$ cat config.mk
export PLATFORM = sky130hd
export DESIGN_NAME = seg_display_scanner
export DESIGN_NICKNAME = d
export VERILOG_FILES = /design/src/rtl/display_pkg.sv /design/src/rtl/scan_timer.sv /design/src/rtl/seg_display_scanner.sv
export SDC_FILE = /design/constraint.sdc
export NUM_CORES = 1
export LEC_CHECK = 0
export CELL_PAD_IN_SITES_DETAIL_PLACEMENT = 1
export CELL_PAD_IN_SITES_GLOBAL_PLACEMENT = 1
export CORE_UTILIZATION = 50
export CTS_CLUSTER_DIAMETER = 100
export DETAILED_ROUTE_END_ITERATION = 8
export DONT_BUFFER_PORTS = 1
export PLACE_DENSITY = 0.89
export SLEW_MARGIN = 20
export SYNTH_ARGS = -nofsm -noshare
export SYNTH_HDL_FRONTEND = slang
export SYNTH_SLANG_ARGS = --single-unit
$ cat constraint.sdc
create_clock -name clk -period 3.8 [get_ports clk]
set_input_delay 0.57 -clock clk [delete_from_list [all_inputs] [get_ports clk]]
set_output_delay 0.57 -clock clk [all_outputs]
set_load 0.01 [all_outputs]
$ cat src/rtl/display_pkg.sv
// Shared types and defaults for the multiplexed seven-segment display scanner.
package display_pkg;

   localparam logic [7:0] SEG_OFF_DEF  = 8'hFF;
   localparam logic [7:0] ZERO_PAT_DEF = 8'hC0;

   typedef enum logic [1:0] {
      IDLE  = 2'd0,
      BLANK = 2'd1,
      SHOW  = 2'd2
   } state_t;

   typedef logic [1:0] slot_t;

   localparam slot_t LAST_SLOT = 2'd2;

   typedef struct packed {
      logic [7:0] p2;
      logic [7:0] p1;
      logic [7:0] p0;
   } pat_set_t;

endpackage

$ cat src/rtl/scan_timer.sv
// Slot timer: count walks 0..TICK_DIV-1 per slot, slots go 0 -> 1 -> 2 -> 0.
module scan_timer
   import display_pkg::*;
#(
   parameter int TICK_DIV  = 50000,
   parameter int BLANK_CYC = 16,
   parameter int CW        = (TICK_DIV > 1) ? $clog2(TICK_DIV) : 1
)(
   input  logic          clk,
   input  logic          rst,
   input  logic          run,
   output logic [CW-1:0] count,
   output slot_t         slot,
   output logic          in_blank,
   output logic          frame_end
);

   localparam logic [CW-1:0] COUNT_MAX = CW'(TICK_DIV - 1);

   logic slot_end;

   assign slot_end  = (count == COUNT_MAX);
   assign in_blank  = (int'(count) < BLANK_CYC);
   assign frame_end = run && slot_end && (slot == LAST_SLOT);

   // Held at slot 0 / count 0 whenever not running so a restart begins a fresh frame.
   always_ff @(posedge clk) begin
      if (rst || !run) begin
         count <= '0;
         slot  <= '0;
      end else if (slot_end) begin
         count <= '0;
         slot  <= (slot == LAST_SLOT) ? slot_t'(0) : slot + slot_t'(1);
      end else begin
         count <= count + CW'(1);
      end
   end

endmodule

$ cat src/rtl/seg_display_scanner.sv
// Three-digit multiplexed seven-segment driver with dead time, frame-aligned
// pattern updates and leading-zero blanking.
//
//   state | meaning
//   IDLE  | en low, display dark, timer held at slot 0 / count 0
//   BLANK | start of a slot, dead time, all digits off
//   SHOW  | selected digit lit with its active pattern
module seg_display_scanner
   import display_pkg::*;
#(
   parameter int         TICK_DIV  = 50000,
   parameter int         BLANK_CYC = 16,
   parameter logic [7:0] SEG_OFF   = SEG_OFF_DEF,
   parameter logic [7:0] ZERO_PAT  = ZERO_PAT_DEF
)(
   input  logic       clk,
   input  logic       rst,
   input  logic       en,
   input  logic       lzb,
   input  logic       load,
   input  logic [7:0] d2,
   input  logic [7:0] d1,
   input  logic [7:0] d0,
   output logic [7:0] seg,
   output logic [2:0] an,
   output logic       frame_done,
   output logic       pending
);

   localparam int CW = (TICK_DIV > 1) ? $clog2(TICK_DIV) : 1;

   state_t        state_q, state_d;
   logic [CW-1:0] count;
   slot_t         slot;
   logic          in_blank;
   logic          frame_end;
   logic          run;

   pat_set_t      sh, ac, din;
   logic [7:0]    seg_d;
   logic [2:0]    an_d;
   logic          blank2, blank1;

   assign run = en && (state_q != IDLE);
   assign din = '{p2: d2, p1: d1, p0: d0};

   scan_timer #(
      .TICK_DIV  (TICK_DIV),
      .BLANK_CYC (BLANK_CYC),
      .CW        (CW)
   ) u_timer (
      .clk       (clk),
      .rst       (rst),
      .run       (run),
      .count     (count),
      .slot      (slot),
      .in_blank  (in_blank),
      .frame_end (frame_end)
   );

   always_ff @(posedge clk) begin
      if (rst) state_q <= IDLE;
      else     state_q <= state_d;
   end

   // The timer restarts at count 0 on leaving IDLE, so the FSM tracks it by count compares.
   always_comb begin
      state_d = state_q;
      if (!en) begin
         state_d = IDLE;
      end else begin
         case (state_q)
            IDLE:    state_d = (BLANK_CYC == 0) ? SHOW : BLANK;
            BLANK:   if (count == CW'(BLANK_CYC - 1)) state_d = SHOW;
            SHOW:    if (count == CW'(TICK_DIV - 1) && BLANK_CYC != 0) state_d = BLANK;
            default: state_d = IDLE;
         endcase
      end
   end

   assign blank2 = lzb && (ac.p2 == ZERO_PAT);
   assign blank1 = blank2 && (ac.p1 == ZERO_PAT);

   always_comb begin
      seg_d = SEG_OFF;
      an_d  = 3'b111;
      if (state_q == SHOW && !in_blank) begin
         an_d = ~(3'b001 << slot);
         case (slot)
            2'd0:    seg_d = ac.p0;
            2'd1:    seg_d = blank1 ? SEG_OFF : ac.p1;
            2'd2:    seg_d = blank2 ? SEG_OFF : ac.p2;
            default: seg_d = SEG_OFF;
         endcase
      end
   end

   always_ff @(posedge clk) begin
      if (rst) begin
         seg        <= SEG_OFF;
         an         <= 3'b111;
         frame_done <= 1'b0;
      end else begin
         seg        <= seg_d;
         an         <= an_d;
         frame_done <= frame_end;
      end
   end

   // A load on the boundary cycle goes straight to the active set, so it is never left pending.
   always_ff @(posedge clk) begin
      if (rst) begin
         sh      <= '{p2: SEG_OFF, p1: SEG_OFF, p0: SEG_OFF};
         ac      <= '{p2: SEG_OFF, p1: SEG_OFF, p0: SEG_OFF};
         pending <= 1'b0;
      end else if (load && !en) begin
         sh      <= din;
         ac      <= din;
         pending <= 1'b0;
      end else begin
         if (load) begin
            sh      <= din;
            pending <= 1'b1;
         end
         if (frame_end) begin
            ac      <= load ? din : sh;
            pending <= 1'b0;
         end
      end
   end

endmodule

==> After elaboration in Yosys (flattened, before gate mapping) <==
Cells that the tools add are included.
{ "op_classes": {"n_addsub": 2, "order_cmp": 1, "n_eq_ne": 10, "shift": 1, "mux": 11, "bitwise_logic": 3, "reduce_logical": 20} }
{ "op_table": {"columns": ["cell", "count"], "rows": [
  ["two-way mux 24 bit", 4],
  ["one-hot mux 8 bit (3 select lines)", 1],
  ["adder 16 x 1 -> 16 bit (second input constant)", 1],
  ["equality test 16 bit (second input constant)", 1],
  ["equality test 16 x 4 -> 1 bit (second input constant)", 1],
  ["equality test 8 bit (second input constant)", 2],
  ["less-than comparator 16 x 5 -> 1 bit (second input constant)", 1],
  ["two-way mux 8 bit", 2],
  ["logical AND 1 bit", 7],
  ["two-way mux 2 bit", 3],
  ["one-hot mux 2 bit (3 select lines)", 1],
  ["OR reduction 2 bit", 3],
  ["equality test 2 x 1 -> 1 bit (second input constant)", 2],
  ["equality test 2 bit (second input constant)", 2],
  ["zero test 2 bit", 2],
  ["nonzero test 2 bit", 2],
  ["zero test 1 bit", 3],
  ["inverter 3 bit", 1],
  ["OR reduction 3 bit", 1],
  ["left shift 1 x 2 -> 3 bit (first input constant)", 1],
  ["adder 2 x 1 -> 2 bit (second input constant)", 1],
  ["inequality test 2 x 1 -> 1 bit (second input constant)", 1],
  ["inequality test 2 bit (second input constant)", 1],
  ["inverter 1 bit", 2],
  ["other kinds (2)", 2]
]} }
{ "totals": {"register_bits": 81, "input_bits": 29, "output_inout_bits": 13, "wordCells": 61} }

==> Longest topological paths before layout <==
{ "logic_depth": {"ltp_word": 6, "depth_mapped": 7, "mapped_depth_nobuf": 5} }

==> By module <==
A second synthesis with hierarchy kept.
{ "unflattened": {"cells_unflattened": 363, "hier_area_um2": 3288.2} }
{ "by_module_without_submodules": {"columns": ["mod", "n_inst", "cells_per_inst", "area_each_um2", "seq_area_each_um2"], "rows": [
  ["seg_display_scanner", 1, 268, 2457.4, 1261.2],
  ["scan_timer", 1, 95, 830.8, 360.3]
]} }

==> Least setup slack after synthesis <==
OpenSTA, ideal clock, no wires.
{ "synth_timing": {"path_type": "register to register", "start": "register u_timer.count[7]", "end": "register ac[15] (netlist name)", "setup_time_ns": 0.128, "arrival_ns": 1.930, "required_time_ns": 3.672, "slack_ns": 1.742, "stages_incl_launch_ff": 7, "n_path_buf": 2, "cell_sequence": "dfxtp_1 or4_4 or4_4 buf_6 buf_2 nor3_1 a211oi_1"} }
{ "synth_between": {"elab_chain_len": 4} }
{ "synth_rtl": {"columns": ["item", "line_no", "rtl"], "rows": [
  ["start, declared", "scan_timer.sv:12", "output logic [CW-1:0] count,"],
  ["start signal, assigned", "scan_timer.sv:35", "count <= count + CW'(1);"],
  ["equality test 16 bit", "scan_timer.sv:22", "assign slot_end = (count == COUNT_MAX);"],
  ["logical AND 1 bit (2 in series)", "scan_timer.sv:24", "assign frame_end = run && slot_end && (slot == LAST_SLOT);"],
  ["nonzero test 2 bit (no source line)", null, null],
  ["end signal, assigned", "seg_display_scanner.sv:114", "ac <= '{p2: SEG_OFF, p1: SEG_OFF, p0: SEG_OFF};"],
  ["end signal, assigned", "seg_display_scanner.sv:118", "ac <= din;"],
  ["end signal, assigned", "seg_display_scanner.sv:126", "ac <= load ? din : sh;"],
  ["end, declared", "seg_display_scanner.sv:39", "pat_set_t sh, ac, din;"]
]} }
Every way passes these cells.
A chain may end at the register's enable or synchronous reset.

==> Worst setup path in the final report <==
{ "layout_timing": {"start": "register u_timer.count[7]", "end": "register u_timer.count[14]"} }
{ "layout_between": {"elab_chain_len": 2, "elab_cells_between_ends": 3, "classes_between": "add/sub: 1; eq/ne: 1; reduce/logical: 1"} }
{ "layout_rtl": {"columns": ["item"], "rows": [
  ["branches (longest 2 deep; another with adder 16 x 1 -> 16 bit)"]
]} }
Several ways; the timed one is not identified.

==> results by stage <==
Logic synthesis:
- The mean post-synth cell area is roughly 9 um2.
- The number of warnings printed during yosys synthesis is 0.
- The biggest area contributor in the post-synthesis netlist is sky130_fd_sc_hd__dfxtp_1.
- By area the synthesized netlist is led by sky130_fd_sc_hd__dfxtp_1 (45%), sky130_fd_sc_hd__nor3_1 (7.8%), sky130_fd_sc_hd__a211oi_1 (5.8%).
- After Yosys synthesis, full adders, half adders and majority gates account for less than 1% of the synthesized area.
- The portion of synthesized area spent on multiplexers is less than 1%.
- Counting distinct cell types in the post-synthesis netlist gives 40.
- The number of enable-type register cells in the synthesized netlist is 0.
- Synthesis inferred slightly above 80 register bits.
- After synthesis, the share of flip-flops with an asynchronous set or reset is 0%.
- The gate count of the mapped netlist is about 400.
- The share of Yosys cell area claimed by the top area cell type is 45.0%.
- The sequential fraction of the synthesis area is approximately 45%.
- The synthesized netlist devotes 21.0% of its cell area to compound gates.
- The prevailing post-synth register cell is sky130_fd_sc_hd__dfxtp_1.
- The combinational family with the most area after synthesis is simple AND/OR/NAND/NOR gates.
- The number of nets in the synthesized netlist is ~430.
- The post-synthesis cell area is 3600 um2.
- Summing the areas of all and, or, nand and nor instances in the mapped netlist gives between 20% and 30% of the synthesized area.
- Summing the areas of all xor and xnor instances in the mapped netlist gives ~3.4% of the synthesized area.

Clock tree:
- For this design, the sink count on the clock tree is slightly above 80.
- The count of instances resized after the clock tree is built is 0.
- TritonCTS built the clock tree.
- The maximum number of buffers from clock root to sink is 2.
- Clock latency on the worst-skew pair, taken at its later pin, is around 0.35 ns.
- The number of buffers added for setup after CTS is 0.
- The H-tree was split into 3 levels.
- The clock root buffer is sky130_fd_sc_hd__clkbuf_8.
- For this design, the CTS-stage hold fixing added 0 buffers.
- After clock tree synthesis, the clock-pin slew on the worst setup and hold paths is ~0.070 ns.
- Buffers inserted during clock tree synthesis total 9.

Placement:
- After legalization and detailed placement, the total HPWL measured between 5000 and 6000 um.
- During placement, the flow inserted port buffers numbering 0.
- At the end of routability-driven placement, the weighted congestion stood at 0.880.
- Counting tap cells, the placed design contains a total of 464 instances.

Final layout:
- Counting the fill cells in the layout gives 818.
- At the end of the flow, the number of nets in the layout was approximately 400.
- The area growth from synthesis to layout is 5.38%.
- The post-route netlist has about 5.0% of its cells at a drive strength greater than 1.
- The number of antenna diodes in the final layout is 0.
- The post-layout instance count excluding filler cells is 479.

Timing:
- The max-slew violation count is 0.
- For the pin with the worst max-slew slack, the measured transition is around 1.0 ns.
- The total count of hold-check failures in the final report is 0.
- For the final routed database, the setup TNS stands at 0 ns.
- Setup repair after global routing left no endpoint under its margin.
- The final worst clock skew is 0.00881 ns.
- The final clock period utilization by the worst path is about two thirds.
- The final critical delay including setup and external delays is 2.57 ns.
- The worst slew slack as a fraction of its limit is 30.9%.
- The highest achievable clock rate is approximately 390 MHz.
- The count of final setup violators is 0.

Pwr:
- The worst supply voltage drop on vdd is just under 0.2 mV.
- The internal portion of the total power is around 1.2 mW.
- The share of power burned in the clock network is a little over a third.
- The sequential power share is around three fifths.
- Per report_power, the combinational group accounts for under 10% of the total.
- In this run switching power makes up a little under a quarter of total power.
- In this run the power density over the cells is 418 nW/um2.
- The static leakage is between 1 and 1.5 nW.
- The switching power is 369 uW.

Worst setup path:
- In this run the worst setup path terminates at u_timer.count[14].
- The startpoint of the lowest-slack register-to-register path is u_timer.count[7].
- The worst setup path is captured at a flip-flop.
- The setup slack of the worst register-to-register path is roughly 1.2 ns.
- In this run the worst setup path begins at u_timer.count[7].
- The critical-path maximum fanout is 56.
- The worst register-to-register path ends at u_timer.count[14].
- The data required time of the critical path is about 4 ns.
- By startpoint and endpoint, the worst setup path is classified as reg2reg.
- The startpoint class of the critical path is a flip-flop.
- The endpoint arrival time on the critical path is 2.78 ns.
- The number of cells on the worst reg-to-reg path is 4.

Floorplanning:
- In this run the standard cell core region covers around 7000 um2.
- 42 I/O pins were placed.
- The floorplan step defined a die boundary enclosing 7550 um2.
- The die is 86.9 um tall.
- The initial utilization of the core area, before any placement, comes to between 50% and 60%.
- The horizontal die dimension is 86.9 um.
- The floorplan has 30 rows.

Routing:
- In the routed design, unresolved DRC markers number 0.
- The via-per-instance ratio is around 6.
- The count of nets left with antenna violations after detail routing is 0.
- The first-pass iteration count of the detailed router is 4.
- After detailed routing, the average wire length per cell comes to 18.2 um.
- The aggregate routed wire length is about 8700 um.
- After the first detailed-routing iteration, the DRC count stood at just over 200.
- The overall via count from detail_route is roughly 3000.

Global routing:
- The first global-routing pass estimated 14300 um of wire.
- The initial antenna violation count is 0.
- For this run the aggregate overflow at the end of global routing stands at 0.
- The largest net degree at the start of global routing is 57.
- Across every metal layer, demand over resource in global routing totals about a quarter.
- The via count of the first global-routing pass was 2931.

Flow run:
- Max-cap violations in this run came to 0.

Run status:
- The run finished with clean final reports.

Worst hold path:
- The tightest min-delay check is of the in2reg type.
[kinds of logic (layout without fill, tap and decap cells)]
kind of cell	after synthesis	count (layout)
and+or+nand+nor	169	169
xor gates and xnor gates	14	14
adders and majority gates	1	1
buffers and inverters	38	20
muxes	3	3
AOI/OAI and AO/OA	95	95
DFF	81	81
[stage by stage]
step           power, mW  util (%)  area, um2  hold slack [ns]  worst slack (ns)
2_1_floorplan       1.03         -       3600            0.418              1.74
3_3_place_gp        1.04      52.5       3610            0.426              1.34
3_5_place_dp        1.05      52.5       3610            0.447              1.24
4_1_cts             1.60      54.9       3770            0.300              1.23
5_1_grt             1.65      55.3       3800            0.291              1.10
6_report            1.59      55.3       3800            0.311              1.23
[routing by layer]
metal	routed length, um	global-route usage (%)	share of wire (%)	up-vias
li1	-	-	-	1447
met1	3990	31.2	46	1435
met2	4290	41.4	49	56
met3	336	5.31	3.8	10
met4	118	8.33	1.4	0
met5	0	0	0	-
[worst min-delay path by stage]
| stage | startpoint | endpoint | slack, ns | depth (start not counted) |
|---|---|---|---|---|
| 6_report | rst | pending | 0.31 | 1 |
| 5_1_grt | rst | frame_done | 0.29 | 1 |
| 4_1_cts | rst | pending | 0.30 | 1 |
| 3_5_place_dp | u_timer.count[0] | u_timer.count[0] | 0.45 | 1 |
| 3_3_place_gp | u_timer.count[0] | u_timer.count[0] | 0.43 | 1 |
| 2_1_floorplan | u_timer.count[0] | u_timer.count[0] | 0.42 | 1 |
[critical path, stage by stage (launching register included)]
cell	delay (ns)
sky130_fd_sc_hd__dfxtp_1	0.37
sky130_fd_sc_hd__or4_4	0.54
sky130_fd_sc_hd__or4_4	0.84
sky130_fd_sc_hd__nand2b_1	0.54
sky130_fd_sc_hd__nor2_1	0.11
[layout by cell type, fill, tap and decap left out, drive strengths merged, types with 2 or more instances in the layout]
cell / n
nor3b: 3
xnor2: 12
xor2: 2
or3: 2
and3: 2
mux2i: 3
nor2b: 29
buf: 2
o21bai: 2
nor4: 10
a21oi: 3
nor3: 56
nand2b: 3
a211oi: 28
o2bb2ai: 24
a211o: 24
o311ai: 3
nand2: 17
or4: 4
nor2: 27
o22ai: 3
nand3: 4
nand4: 5
o21ai: 5
dfxtp: 81
clkbuf: 14
nand3b: 2
inv: 4
[sequential cells by signal (all words and copies together), names as in the netlist]
name,flops
pending,1
seg,8
frame_done,1
sh,24
an,3
u_timer.slot,2
u_timer.count,16
state_q,2
ac,24
[final cells by class]
| type | count | area, um2 | area share, % |
|---|---|---|---|
| Multi-Input combinational cell | 282 | 1840 | 48.6 |
| Sequential cell | 81 | 1620 | 42.7 |
| Clock buffer | 14 | 163 | 4.28 |
| Tap cell | 96 | 120 | 3.16 |
| Timing Repair Buffer | 2 | 35.0 | 0.922 |
| Inverter | 4 | 15.0 | 0.395 |
[power groups by stage]
stage	clock, mW	combinational [mW]	sequential (mW)
floorplan	0	0.104	0.931
global placement	0	0.102	0.942
detailed placement	0	0.108	0.944
CTS	0.563	0.109	0.925
global route	0.600	0.121	0.929
finish	0.553	0.109	0.925
[Yosys cell counts, types with 2 or more instances]
cell type	count
sky130_fd_sc_hd__o21bai_1	2
sky130_fd_sc_hd__inv_1	4
sky130_fd_sc_hd__nor3b_1	3
sky130_fd_sc_hd__nor2b_1	29
sky130_fd_sc_hd__or3_1	2
sky130_fd_sc_hd__nor4_1	10
sky130_fd_sc_hd__xor2_1	2
sky130_fd_sc_hd__o311ai_0	3
sky130_fd_sc_hd__nand3b_1	2
sky130_fd_sc_hd__nand2b_1	3
sky130_fd_sc_hd__a21oi_1	3
sky130_fd_sc_hd__a211o_1	24
sky130_fd_sc_hd__o2bb2ai_1	24
sky130_fd_sc_hd__o22ai_1	3
sky130_fd_sc_hd__mux2i_1	3
sky130_fd_sc_hd__a211oi_1	28
sky130_fd_sc_hd__dfxtp_1	81
sky130_fd_sc_hd__clkbuf_1	26
sky130_fd_sc_hd__nor3_1	56
sky130_fd_sc_hd__and3_1	2
sky130_fd_sc_hd__or4_1	2
sky130_fd_sc_hd__nor2_1	27
sky130_fd_sc_hd__nand3_1	4
sky130_fd_sc_hd__xnor2_1	12
sky130_fd_sc_hd__nand2_1	17
sky130_fd_sc_hd__o21ai_0	5
sky130_fd_sc_hd__buf_1	2
sky130_fd_sc_hd__or4_4	2
sky130_fd_sc_hd__buf_2	5
sky130_fd_sc_hd__nand4_1	5
Note: power is estimated with default switching activity, not from simulation.
